File: config.mk
export PLATFORM = sky130hd
export DESIGN_NAME = alu_pipe_flat
export DESIGN_NICKNAME = d
export VERILOG_FILES = /design/src/rtl/alu_pipe_if.sv /design/src/rtl/alu_pipe.sv /design/src/flat_wrapper.sv
export SDC_FILE = /design/constraint.sdc
export NUM_CORES = 1
export LEC_CHECK = 0
export ABC_AREA = 1
export CAP_MARGIN = 40
export CORE_UTILIZATION = 41
export DETAILED_ROUTE_END_ITERATION = 12
export GPL_TIMING_DRIVEN = 0
export PLACE_DENSITY_LB_ADDON = 0.12
export SLEW_MARGIN = 20
export SYNTH_ARGS = -nofsm -noshare
export SYNTH_HDL_FRONTEND = slang
export SYNTH_SLANG_ARGS = --single-unit
export TNS_END_PERCENT = 1
File: constraint.sdc
create_clock -name clk -period 6.21 [get_ports clk]
set_input_delay 0.9315 -clock clk [delete_from_list [all_inputs] [get_ports clk]]
set_output_delay 0.9315 -clock clk [all_outputs]
set_load 0.01 [all_outputs]
File: src/rtl/alu_pipe_if.sv
// alu_pipe_if -- request/response bundle for alu_pipe.
//   slave  : the ALU side (consumes requests, produces results and flags)
//   master : the requester/consumer side (testbench or issuing stage)
// Request : in_valid/in_ready handshake with op, mul, cond, set_flags,
//           operands rn/op2, shifter carry and destination tag rd.
// Response: out_valid/out_ready handshake with result, rd, write enable,
//           executed (condition passed); flags is the live NZCV register.
interface alu_pipe_if #(parameter int WIDTH = 32) ();
  logic             in_valid;
  logic             in_ready;
  logic [3:0]       in_op;
  logic             in_mul;
  logic [3:0]       in_cond;
  logic             in_set_flags;
  logic [WIDTH-1:0] in_rn;
  logic [WIDTH-1:0] in_op2;
  logic             in_shifter_carry;
  logic [3:0]       in_rd;
  logic             out_valid;
  logic             out_ready;
  logic [WIDTH-1:0] out_result;
  logic [3:0]       out_rd;
  logic             out_write;
  logic             out_executed;
  logic [3:0]       flags;

  modport slave (
    input  in_valid, in_op, in_mul, in_cond, in_set_flags, in_rn, in_op2,
           in_shifter_carry, in_rd, out_ready,
    output in_ready, out_valid, out_result, out_rd, out_write, out_executed, flags
  );

  modport master (
    output in_valid, in_op, in_mul, in_cond, in_set_flags, in_rn, in_op2,
           in_shifter_carry, in_rd, out_ready,
    input  in_ready, out_valid, out_result, out_rd, out_write, out_executed, flags
  );
endinterface

File: src/rtl/alu_pipe.sv
// alu_pipe -- ARM-style data-processing ALU with conditional execution,
// a registered NZCV flag register and an iterative shift-add multiplier.
// Ports:
//   clk   : sole clock, rising edge
//   reset : asynchronous, active-high
//   bus   : alu_pipe_if.slave (request in, result out, flags)
// Single-cycle ops produce a result one cycle after acceptance. An executed
// multiply occupies the block for WIDTH cycles (state MUL), during which no
// new request is accepted and no result is presented.
module alu_pipe #(
  parameter int WIDTH = 32
) (
  input  logic       clk,
  input  logic       reset,
  alu_pipe_if.slave  bus
);

  localparam int CW = $clog2(WIDTH + 1);

  localparam logic [3:0] OP_AND = 4'd0,  OP_EOR = 4'd1,  OP_SUB = 4'd2,  OP_RSB = 4'd3;
  localparam logic [3:0] OP_ADD = 4'd4,  OP_ADC = 4'd5,  OP_SBC = 4'd6,  OP_RSC = 4'd7;
  localparam logic [3:0] OP_TST = 4'd8,  OP_TEQ = 4'd9,  OP_CMP = 4'd10, OP_CMN = 4'd11;
  localparam logic [3:0] OP_ORR = 4'd12, OP_MOV = 4'd13, OP_BIC = 4'd14, OP_MVN = 4'd15;

  typedef enum logic {IDLE, MUL} state_e;

  state_e           state_q, state_d;
  logic             out_valid_q, out_valid_d;
  logic [WIDTH-1:0] out_result_q, out_result_d;
  logic [3:0]       out_rd_q, out_rd_d;
  logic             out_write_q, out_write_d;
  logic             out_exec_q, out_exec_d;
  logic [3:0]       flags_q, flags_d;
  logic [WIDTH-1:0] mcand_q, mcand_d;
  logic [WIDTH-1:0] mplier_q, mplier_d;
  logic [WIDTH-1:0] acc_q, acc_d;
  logic [CW-1:0]    cnt_q, cnt_d;
  logic [3:0]       mul_rd_q, mul_rd_d;
  logic             mul_s_q, mul_s_d;

  logic in_ready, accept, cond_pass;
  logic fn, fz, fc, fv;

  assign {fn, fz, fc, fv} = flags_q;

  assign in_ready = (state_q == IDLE) && (!out_valid_q || bus.out_ready) && !reset;
  assign accept   = bus.in_valid && in_ready;

  // Condition check against the flags as they stand in the accept cycle.
  always_comb begin
    cond_pass = 1'b1;
    case (bus.in_cond)
      4'h0: cond_pass = fz;
      4'h1: cond_pass = !fz;
      4'h2: cond_pass = fc;
      4'h3: cond_pass = !fc;
      4'h4: cond_pass = fn;
      4'h5: cond_pass = !fn;
      4'h6: cond_pass = fv;
      4'h7: cond_pass = !fv;
      4'h8: cond_pass = fc && !fz;
      4'h9: cond_pass = !fc || fz;
      4'hA: cond_pass = (fn == fv);
      4'hB: cond_pass = (fn != fv);
      4'hC: cond_pass = !fz && (fn == fv);
      4'hD: cond_pass = fz || (fn != fv);
      default: cond_pass = 1'b1;  // AL and 1111
    endcase
  end

  // Single-cycle datapath. All arithmetic is a + b + cin on WIDTH+1 bits;
  // subtracts invert b and inject carry so C comes out as NOT borrow.
  logic [WIDTH-1:0] a, b, alu_res;
  logic             cin, arith, alu_c, alu_v, alu_wr;
  logic [WIDTH:0]   sum;

  always_comb begin
    a      = bus.in_rn;
    b      = bus.in_op2;
    cin    = 1'b0;
    arith  = 1'b0;
    alu_wr = 1'b1;
    case (bus.in_op)
      OP_SUB, OP_CMP: begin b = ~bus.in_op2; cin = 1'b1; arith = 1'b1; end
      OP_SBC:         begin b = ~bus.in_op2; cin = fc;   arith = 1'b1; end
      OP_RSB:         begin a = bus.in_op2; b = ~bus.in_rn; cin = 1'b1; arith = 1'b1; end
      OP_RSC:         begin a = bus.in_op2; b = ~bus.in_rn; cin = fc;   arith = 1'b1; end
      OP_ADD, OP_CMN: arith = 1'b1;
      OP_ADC:         begin cin = fc; arith = 1'b1; end
      default: ;
    endcase
    if (bus.in_op inside {OP_TST, OP_TEQ, OP_CMP, OP_CMN}) alu_wr = 1'b0;
  end

  assign sum = {1'b0, a} + {1'b0, b} + {{WIDTH{1'b0}}, cin};

  always_comb begin
    alu_res = sum[WIDTH-1:0];
    case (bus.in_op)
      OP_AND, OP_TST: alu_res = bus.in_rn & bus.in_op2;
      OP_EOR, OP_TEQ: alu_res = bus.in_rn ^ bus.in_op2;
      OP_ORR:         alu_res = bus.in_rn | bus.in_op2;
      OP_MOV:         alu_res = bus.in_op2;
      OP_BIC:         alu_res = bus.in_rn & ~bus.in_op2;
      OP_MVN:         alu_res = ~bus.in_op2;
      default:        alu_res = sum[WIDTH-1:0];
    endcase
    // Logical ops take C from the shifter and leave V alone.
    alu_c = arith ? sum[WIDTH] : bus.in_shifter_carry;
    alu_v = arith ? ((a[WIDTH-1] == b[WIDTH-1]) && (sum[WIDTH-1] != a[WIDTH-1])) : fv;
  end

  // Multiplier: one shift-add step per cycle, LSB of multiplier first.
  logic [WIDTH-1:0] acc_next;
  assign acc_next = acc_q + (mplier_q[0] ? mcand_q : '0);

  always_comb begin
    state_d      = state_q;
    out_valid_d  = out_valid_q;
    out_result_d = out_result_q;
    out_rd_d     = out_rd_q;
    out_write_d  = out_write_q;
    out_exec_d   = out_exec_q;
    flags_d      = flags_q;
    mcand_d      = mcand_q;
    mplier_d     = mplier_q;
    acc_d        = acc_q;
    cnt_d        = cnt_q;
    mul_rd_d     = mul_rd_q;
    mul_s_d      = mul_s_q;

    // Retire; a load below in the same cycle overrides this.
    if (out_valid_q && bus.out_ready) out_valid_d = 1'b0;

    case (state_q)
      IDLE: begin
        if (accept) begin
          if (bus.in_mul && cond_pass) begin
            state_d  = MUL;
            mcand_d  = bus.in_rn;
            mplier_d = bus.in_op2;
            acc_d    = '0;
            cnt_d    = '0;
            mul_rd_d = bus.in_rd;
            mul_s_d  = bus.in_set_flags;
          end else begin
            // Executed single-cycle op, or any op whose condition failed.
            out_valid_d  = 1'b1;
            out_rd_d     = bus.in_rd;
            out_exec_d   = cond_pass;
            out_write_d  = cond_pass && alu_wr;
            out_result_d = bus.in_mul ? '0 : alu_res;
            if (cond_pass && bus.in_set_flags)
              flags_d = {alu_res[WIDTH-1], (alu_res == '0), alu_c, alu_v};
          end
        end
      end
      MUL: begin
        acc_d    = acc_next;
        mcand_d  = mcand_q << 1;
        mplier_d = mplier_q >> 1;
        cnt_d    = cnt_q + CW'(1);
        if (cnt_q == CW'(WIDTH - 1)) begin
          state_d      = IDLE;
          cnt_d        = '0;
          out_valid_d  = 1'b1;
          out_result_d = acc_next;
          out_rd_d     = mul_rd_q;
          out_write_d  = 1'b1;
          out_exec_d   = 1'b1;
          if (mul_s_q) flags_d[3:2] = {acc_next[WIDTH-1], (acc_next == '0)};
        end
      end
      default: state_d = IDLE;
    endcase
  end

  always_ff @(posedge clk or posedge reset) begin
    if (reset) begin
      state_q      <= IDLE;
      out_valid_q  <= 1'b0;
      out_result_q <= '0;
      out_rd_q     <= '0;
      out_write_q  <= 1'b0;
      out_exec_q   <= 1'b0;
      flags_q      <= '0;
      mcand_q      <= '0;
      mplier_q     <= '0;
      acc_q        <= '0;
      cnt_q        <= '0;
      mul_rd_q     <= '0;
      mul_s_q      <= 1'b0;
    end else begin
      state_q      <= state_d;
      out_valid_q  <= out_valid_d;
      out_result_q <= out_result_d;
      out_rd_q     <= out_rd_d;
      out_write_q  <= out_write_d;
      out_exec_q   <= out_exec_d;
      flags_q      <= flags_d;
      mcand_q      <= mcand_d;
      mplier_q     <= mplier_d;
      acc_q        <= acc_d;
      cnt_q        <= cnt_d;
      mul_rd_q     <= mul_rd_d;
      mul_s_q      <= mul_s_d;
    end
  end

  assign bus.in_ready     = in_ready;
  assign bus.out_valid    = out_valid_q;
  assign bus.out_result   = out_result_q;
  assign bus.out_rd       = out_rd_q;
  assign bus.out_write    = out_write_q;
  assign bus.out_executed = out_exec_q;
  assign bus.flags        = flags_q;

endmodule

File: src/flat_wrapper.sv
// flat-port wrapper written by rule: the top's interface ports become plain ports
module alu_pipe_flat 
#(
  parameter int WIDTH = 32
)
  (clk, reset, bus_in_valid, bus_in_op, bus_in_mul, bus_in_cond, bus_in_set_flags, bus_in_rn, bus_in_op2, bus_in_shifter_carry, bus_in_rd, bus_out_ready, bus_in_ready, bus_out_valid, bus_out_result, bus_out_rd, bus_out_write, bus_out_executed, bus_flags);
  alu_pipe_if #(.WIDTH(WIDTH)) bus_i ();
  input  logic clk;
  input  logic reset;
  input wire logic [$bits(bus_i.in_valid)-1:0] bus_in_valid;
  input wire logic [$bits(bus_i.in_op)-1:0] bus_in_op;
  input wire logic [$bits(bus_i.in_mul)-1:0] bus_in_mul;
  input wire logic [$bits(bus_i.in_cond)-1:0] bus_in_cond;
  input wire logic [$bits(bus_i.in_set_flags)-1:0] bus_in_set_flags;
  input wire logic [$bits(bus_i.in_rn)-1:0] bus_in_rn;
  input wire logic [$bits(bus_i.in_op2)-1:0] bus_in_op2;
  input wire logic [$bits(bus_i.in_shifter_carry)-1:0] bus_in_shifter_carry;
  input wire logic [$bits(bus_i.in_rd)-1:0] bus_in_rd;
  input wire logic [$bits(bus_i.out_ready)-1:0] bus_out_ready;
  output wire logic [$bits(bus_i.in_ready)-1:0] bus_in_ready;
  output wire logic [$bits(bus_i.out_valid)-1:0] bus_out_valid;
  output wire logic [$bits(bus_i.out_result)-1:0] bus_out_result;
  output wire logic [$bits(bus_i.out_rd)-1:0] bus_out_rd;
  output wire logic [$bits(bus_i.out_write)-1:0] bus_out_write;
  output wire logic [$bits(bus_i.out_executed)-1:0] bus_out_executed;
  output wire logic [$bits(bus_i.flags)-1:0] bus_flags;
  assign bus_i.in_valid = bus_in_valid;
  assign bus_i.in_op = bus_in_op;
  assign bus_i.in_mul = bus_in_mul;
  assign bus_i.in_cond = bus_in_cond;
  assign bus_i.in_set_flags = bus_in_set_flags;
  assign bus_i.in_rn = bus_in_rn;
  assign bus_i.in_op2 = bus_in_op2;
  assign bus_i.in_shifter_carry = bus_in_shifter_carry;
  assign bus_i.in_rd = bus_in_rd;
  assign bus_i.out_ready = bus_out_ready;
  assign bus_in_ready = bus_i.in_ready;
  assign bus_out_valid = bus_i.out_valid;
  assign bus_out_result = bus_i.out_result;
  assign bus_out_rd = bus_i.out_rd;
  assign bus_out_write = bus_i.out_write;
  assign bus_out_executed = bus_i.out_executed;
  assign bus_flags = bus_i.flags;
  alu_pipe #(.WIDTH(WIDTH)) u_core (.clk(clk), .reset(reset), .bus(bus_i));
endmodule
==> results of run 1 <==
[layout by cell type, fill, tap and decap left out, types with 24 or more instances in the layout]
cell type and instances:
o211ai_1 43, nand3_1 168, clkbuf_1 59, ha_1 95, dfrtp_1 151, inv_1 363, nand2_1 832, nor2_1 193
o21ai_0 211, o221ai_1 34, a31oi_1 24, a21oi_1 113, clkdlybuf4s50_1 124
[layout make-up]
class / instances / share of cell area
multi-input combinational: 1827 / 0.531
sequential: 151 / 0.220
inverter: 369 / 0.0812
timing repair buffer: 128 / 0.0758
tap: 461 / 0.0336
clock buffer: 20 / 0.0254
buffer: 90 / 0.0247
clock inverter: 12 / 0.00816
antenna: 1 / 0.000146
[critical path, cell delays in order]
cell and delay [ns]:
clkdlybuf4s50_1 0.53, nand2_4 0.23, inv_4 0.11, o21ai_1 0.39, clkbuf_1 0.49, o221ai_1 0.23, fa_1 0.53, fa_1 0.52
nand3_1 0.14, nand2_1 0.12, nand3_1 0.12, nand3_1 0.25, nand2_1 0.13, nand2_1 0.09, nand2_1 0.07, nand2_1 0.04
o21ai_0 0.51, nor2_1 0.13, nand2_1 0.10, nor2_1 0.04, nand2_1 0.07, nand3_1 0.22, nand2_1 0.14, inv_1 0.05
[Yosys cell counts (all sizes together) (2+ instances only)]
library cell	instances
xnor2	2
o21bai	2
clkbuf	56
nand4	13
buf	34
a211oi	7
nor3	11
o21ai	218
a21o	2
a21oi	113
nand3	168
inv	369
nand3b	21
o211ai	43
ha	95
o221ai	34
o22ai	14
nand2	837
fa	3
dfrtp	151
or2	5
nor2	197
xor2	8
o2111ai	4
a31oi	24
[metal layers]
| metal | routed length, µm | GRT usage | vias up |
|---|---|---|---|
| met3 | 4490 | 0.0520 | 138 |
| met1 | 26000 | 0.439 | 7774 |
| met2 | 26400 | 0.522 | 742 |
| li1 | - | - | 8184 |
| met5 | 27 | 0 | - |
| met4 | 2920 | 0.162 | 4 |
[worst max path at each step]
stage,end,slack [ns],start,cells after the start
global route,u_core.bus.flags[2],0.19,bus_in_op[3],24
global placement,u_core.bus.out_result[24],-1.15,reset,2
CTS,u_core.bus.flags[2],0.54,bus_in_op[2],24
floorplan,u_core.acc_q[0],1.21,reset,1
detailed placement,u_core.bus.flags[2],0.09,bus_in_op[2],24
finish,u_core.bus.flags[2],0.35,bus_in_op[2],24
[metrics by stage]
stage / setup TNS (ns) / hold slack [ns] / std cells / utilization / worst slack (ns)
after global routing: 0 / 0.504 / 3058 / 0.484 / 0.193
after global placement: -171.92 / 0.454 / 3022 / 0.466 / -1.15
final: 0 / 0.473 / 3059 / 0.484 / 0.351
after CTS: 0 / 0.476 / 3058 / 0.484 / 0.541
after floorplan: 0 / 0.442 / 2437 / - / 1.21
after detailed placement: 0 / 0.461 / 3026 / 0.468 / 0.0926
[sequential cells by signal, summed over array words and instances (netlist names), 4 cells and up]
register / count
u_core.acc_q: 32
u_core.bus.out_result: 32
u_core.mcand_q: 32
u_core.mplier_q: 32
u_core.cnt_q: 6
u_core.bus.flags: 4
u_core.bus.out_rd: 4
u_core.mul_rd_q: 4
[logic make-up after synthesis]
group | count (synthesis) | synth area share
simple gates | 1255 | 0.348
buf+inv | 459 | 0.123
xor+xnor | 10 | 0.00595
fa+ha+maj | 98 | 0.0849
compound gates | 464 | 0.182
flops | 151 | 0.257
[power breakdown]
group	internal [mW]	switching (mW)	leakage, nW
clock	0.599	0.460	0.273
sequential	1.50	0.301	1.81
combinational	1.64	3.12	6.82
total	3.73	3.88	8.91
==> summary.md, run 1 <==
## Worst setup path
- 6.54 ns — Critical Path RT
- 6.19 ns — Arr. time, crit path
- 10 — critical-path maximum fanout
- u_core.bus.flags[2] — FF-to-FF End
- input port — sort of element at the start of the critical path
- 1.89 ns — Worst R2R Setup Slack
- u_core.bus.flags[1] — R2R Path Start
- input port to register — path type of the worst setup path
- register — CP endpoint kind
- 19 — cell count of the worst reg-to-reg path

## Timing
- 0 — count of endpoints failing setup in the final report
- 0 — count of final hold-check violations
- false — unrepaired setup endpoints after global routing
- 0.426 — Max-slew headroom
- 0.861 ns — Tightest Pin Transition
- 171 MHz — peak clock frequency supported by timing
- 5.86 ns — final worst path period need
- 0 — pins over their slew limit
- 0.0154 ns — Layout Skew
- 0.944 — share of the clock period used by the worst path

## Power
- 0.330 mV — IR drop worst, VDD
- 8.91 nW — leak pwr
- 443 nW/µm² — power density over the cells
- 7.61 mW — post-layout power

## Finish
- 0.0343 — fraction of layout cells with a size suffix above 1
- 2765 — Total Nets Final
- 17200 µm² — post-route design area
- 3780 µm² — FF+latch area
- 9130 µm² — area occupied by multi-input gates
- 16.8% — synthesis-to-finish area growth
- 3767 — filler cell count

## Detailed routing
- 0 — DRC violation count after routing
- 16800 — vias post-DR
- 6 — Initial DRT Pass Iterations
- 5.51 — post-DR vias/cell
- 1511 — Initial DRC Count
- 59.8 mm — DRT Wirelength
- 0 — antenna viol nets, final
- 19.5 µm — final routed wire length divided by cell count

## Hold path
- u_core.bus.out_result[3] — hold path startpoint
- 2 — cell depth of the worst hold path
- u_core.bus.out_result[3] — worst hold path endpoint
- register to register — Tightest Hold Check Type

## Synth
- 14700 µm² — cell area after synthesis
- 2618 — Post-Syn Nets
- 151 — total of flip-flops plus latches after synthesis
- dfrtp_1, nand2_1, inv_1 — cell types with the largest area share after synthesis
- 0 — Warnings, synthesis
- 1.00 — asr flop ratio synth
- dfrtp_1 — top flip-flop cell by instance count after synthesis
- 2437 — Syn Inst Count
- dfrtp_1 — top cell type by total area after synthesis
- 0 — Post-synth EDFFs
- 42 — count of cell types in the netlist
- 0.257 — share of synthesized area occupied by flip-flops and latches
- 0.257 — share of the synthesized area in the top cell type
- 6.04 µm² — Syn Area/Cell

## Place
- 0.980 — placer congestion estimate
- 16600 µm² — Placed Area
- 124 — quantity of I/O buffers inserted on ports
- 48.6 mm — Post-DP HPWL

## Clock tree
- 0 — post-CTS setup buffer count
- 0 — hold_buf cts
- 0 — cts repair resizes
- yes — CTS tree
- clkbuf_16 — master cell of the clock root buffer
- 17 — clock buffer count from CTS
- 2 — clock tree buffer depth
- 4 — H-Tree Depth
- 0.06 ns — clock transition at the register clock pins on the worst setup and hold paths after CTS
- 151 — clock sinks
- 0.45 ns — clock insertion delay at the later pin of the skew report

## Die
- 0.415 — initial core utilization
- 69 — cell row count
- 127 — # IOs
- 35500 µm² — core region area
- 191 µm — die outline width
- 191 µm — DIE HEIGHT
- 36700 µm² — full die area

## GRT
- 91.1 mm — global-route wire length before repair
- 0.331 — global-route usage over all layers
- 0 — residual overflow from global routing
- 80 — maximum number of pins on one net before global-route repair
- 2 — initial antenna violation count
- 15700 — vias in the first global route

## Flow run
- 0 — max cap viols

## Status
- finished, final reports clean — run status

No activity file was read; power rests on OpenSTA's default activity.
==> run 2, diff against run 1 <==
==> constraint.sdc (replaced) <==
create_clock -name clk -period 6.4 [get_ports clk]
set_input_delay 0.96 -clock clk [delete_from_list [all_inputs] [get_ports clk]]
set_output_delay 0.96 -clock clk [all_outputs]
set_load 0.01 [all_outputs]
==> results of run 2 <==
Same layout as run 1 (identical final DEF). Status: finished, final reports clean.
Among the figures that moved: setup slack after placement 0.0926 ns -> 0.254 ns; setup slack after layout 0.351 ns -> 0.512 ns; register-to-register setup slack 1.89 ns -> 2.08 ns; total power 7.61 mW -> 7.39 mW; worst IR drop on VDD 0.330 mV -> 0.320 mV
==> run 3, diff against run 2 <==
--- a/config.mk
+++ b/config.mk
@@ -7,7 +7,8 @@
 export LEC_CHECK = 0
 export ABC_AREA = 1
 export CAP_MARGIN = 40
-export CORE_UTILIZATION = 41
+export CORE_UTILIZATION = 50
+export CTS_CLUSTER_DIAMETER = 150
 export DETAILED_ROUTE_END_ITERATION = 12
 export GPL_TIMING_DRIVEN = 0
 export PLACE_DENSITY_LB_ADDON = 0.12
==> run 3 against run 2 <==
Non-clock buffer count down 1; highest routed layer unchanged; largest cell class unchanged; clock power about the same; die area down 18%; sequential share of layout area up 0.13 points; combinational power about the same; routed wire length down 3.0%; critical path depth unchanged; hold slack better by 0.0031 ns; count of clock-buffer cells in the layout down 1.
==> summary.md, run 3 (same netlist as run 1, synthesis figures left out) <==
## Worst setup path
- 0.54 ns — largest incremental delay on the critical path
- 4 — buffers plus inverters on the worst setup path
- clkdlybuf4s50_1 — CP max-delay cell
- nand2_1 — cell type with the highest occurrence count on the critical path
- 6.75 ns — Critical Path RT
- clkdlybuf4s50_1 > nand2_4 > inv_4 > o21ai_1 > clkbuf_1 > o221ai_1 > fa_1 > fa_1 > nand3_1 > nand2_1 > nand3_1 > nand3_1 > nand2_1 > nand2_1 > nand2_1 > nand2_1 > o21ai_0 > nor2_1 > nand2_1 > nor2_1 > nand2_1 > nand3_1 > nand2_1 > inv_1 — worst-path cell chain
- 2.09 ns — Worst R2R Setup Slack
- 6.17 ns — Arr. time, crit path
- input port to register — path type of the worst setup path
- 10 — critical-path maximum fanout
- input port — sort of element at the start of the critical path
- register — CP endpoint kind
- simple AND/OR/NAND/NOR gates — cell family with the largest share of critical-path delay

## Timing
- 0 — count of endpoints failing setup in the final report
- 0 — pins over their slew limit
- 0.0205 ns — Layout Skew
- 0.476 ns — Worst Hold Slack
- 172 MHz — peak clock frequency supported by timing
- 0.575 ns — smallest setup slack after layout
- 5.82 ns — final worst path period need
- 0 — count of final hold-check violations
- 0.433 — Max-slew headroom
- 0.840 ns — Tightest Pin Transition
- false — unrepaired setup endpoints after global routing
- 0.910 — share of the clock period used by the worst path

## Detailed routing
- 17300 — vias post-DR
- 5.80 — post-DR vias/cell
- 19.5 µm — final routed wire length divided by cell count
- 0 — DRC violation count after routing
- 1915 — Initial DRC Count
- 7 — Initial DRT Pass Iterations
- 0 — antenna viol nets, final
- 58.0 mm — DRT Wirelength

## Place
- 47.0 mm — Post-DP HPWL
- 124 — quantity of I/O buffers inserted on ports
- 0.978 — placer congestion estimate
- 16500 µm² — Placed Area
- 2947 — number of placed instances, taps included
- 0.222 ns — pre-CTS setup slack

## Power
- 7.38 mW — post-layout power
- 8.92 nW — leak pwr
- 0.258 mV — IR drop worst, VDD
- 432 nW/µm² — power density over the cells

## Finish
- 2968 — filler cell count
- nand2_1, inv_1, o21ai_0 — leading cell types in the layout, fill and taps excluded
- 16.1% — synthesis-to-finish area growth
- 17100 µm² — post-route design area
- 2764 — Total Nets Final
- 0.0351 — fraction of layout cells with a size suffix above 1
- 2981 — non-filler instance count after layout
- nand2_1 — commonest non-fill, non-tap cell in the layout

## GRT
- 88 — maximum number of pins on one net before global-route repair
- 88.6 mm — global-route wire length before repair
- 0.386 — global-route usage over all layers
- 15800 — vias in the first global route
- 2 — initial antenna violation count
- 0 — residual overflow from global routing

## Die
- 174 µm — die outline width
- 127 — # IOs
- 28900 µm² — core region area
- 62 — cell row count
- 30100 µm² — full die area
- 174 µm — DIE HEIGHT
- 0.510 — initial core utilization

## Clock tree
- 0 — hold_buf cts
- 0.07 ns — clock transition at the register clock pins on the worst setup and hold paths after CTS
- 0.46 ns — clock insertion delay at the later pin of the skew report
- clkbuf_16 — master cell of the clock root buffer
- 2 — clock tree buffer depth
- yes — CTS tree
- 151 — clock sinks
- 4 — H-Tree Depth
- 0 — post-CTS setup buffer count
- 0 — cts repair resizes
- 17 — clock buffer count from CTS

## Flow run
- 0 — max cap viols

## Status
- finished, final reports clean — run status

## Hold path
- register to register — Tightest Hold Check Type

[run 3: worst min-delay path: cells and delay by family, from the launching register on]
kind,cells,cell delay [ns]
AND/OR/NAND/NOR,2,0.10
flip-flops,1,0.34
[run 3: final timing paths]
check                      cells past startpoint           startpoint                  end
setup reg to reg                              19  u_core.bus.flags[1]  u_core.bus.flags[2]
min in group asynchronous                      2                reset   u_core.mplier_q[0]
hold / removal                                 2   u_core.mul_rd_q[0]   u_core.mul_rd_q[0]
hold reg to reg                                2   u_core.mul_rd_q[0]   u_core.mul_rd_q[0]
max in group asynchronous                      3                reset     u_core.acc_q[28]
setup / recovery                              24         bus_in_op[3]  u_core.bus.flags[2]
[run 3: area by class of cell]
class | instances | area, µm² | area share
well taps | 384 | 480 | 0.0281
diodes | 1 | 2.50 | 0.000146
multi-input cells | 1827 | 9130 | 0.534
inverters | 369 | 1400 | 0.0817
flip-flops and latches | 151 | 3780 | 0.221
clock inverters | 13 | 131 | 0.00769
clock buffers | 19 | 453 | 0.0265
plain buffers | 90 | 424 | 0.0248
repair buffers | 127 | 1290 | 0.0756
[run 3: report_power, final]
part | total (mW) | switching (mW) | internal, mW
Sequential | 1.76 | 0.307 | 1.45
Clock | 1.01 | 0.475 | 0.537
Combinational | 4.61 | 3.02 | 1.58
[run 3: routing by layer]
layer / share of wire / wire [µm] / up-vias / track usage
met3: 0.095 / 5510 / 154 / 0.0605
met4: 0.054 / 3130 / 4 / 0.199
met5: 0.00031 / 18 / - / 0
met2: 0.44 / 25500 / 929 / 0.608
li1: - / - / 8187 / -
met1: 0.41 / 23800 / 8006 / 0.513
[run 3: per-stage QoR]
stage	TNS, ns	util
after floorplan	0	-
after global placement	-114.03	0.570
after detailed placement	0	0.571
after CTS	0	0.592
after global routing	0	0.592
final	0	0.592
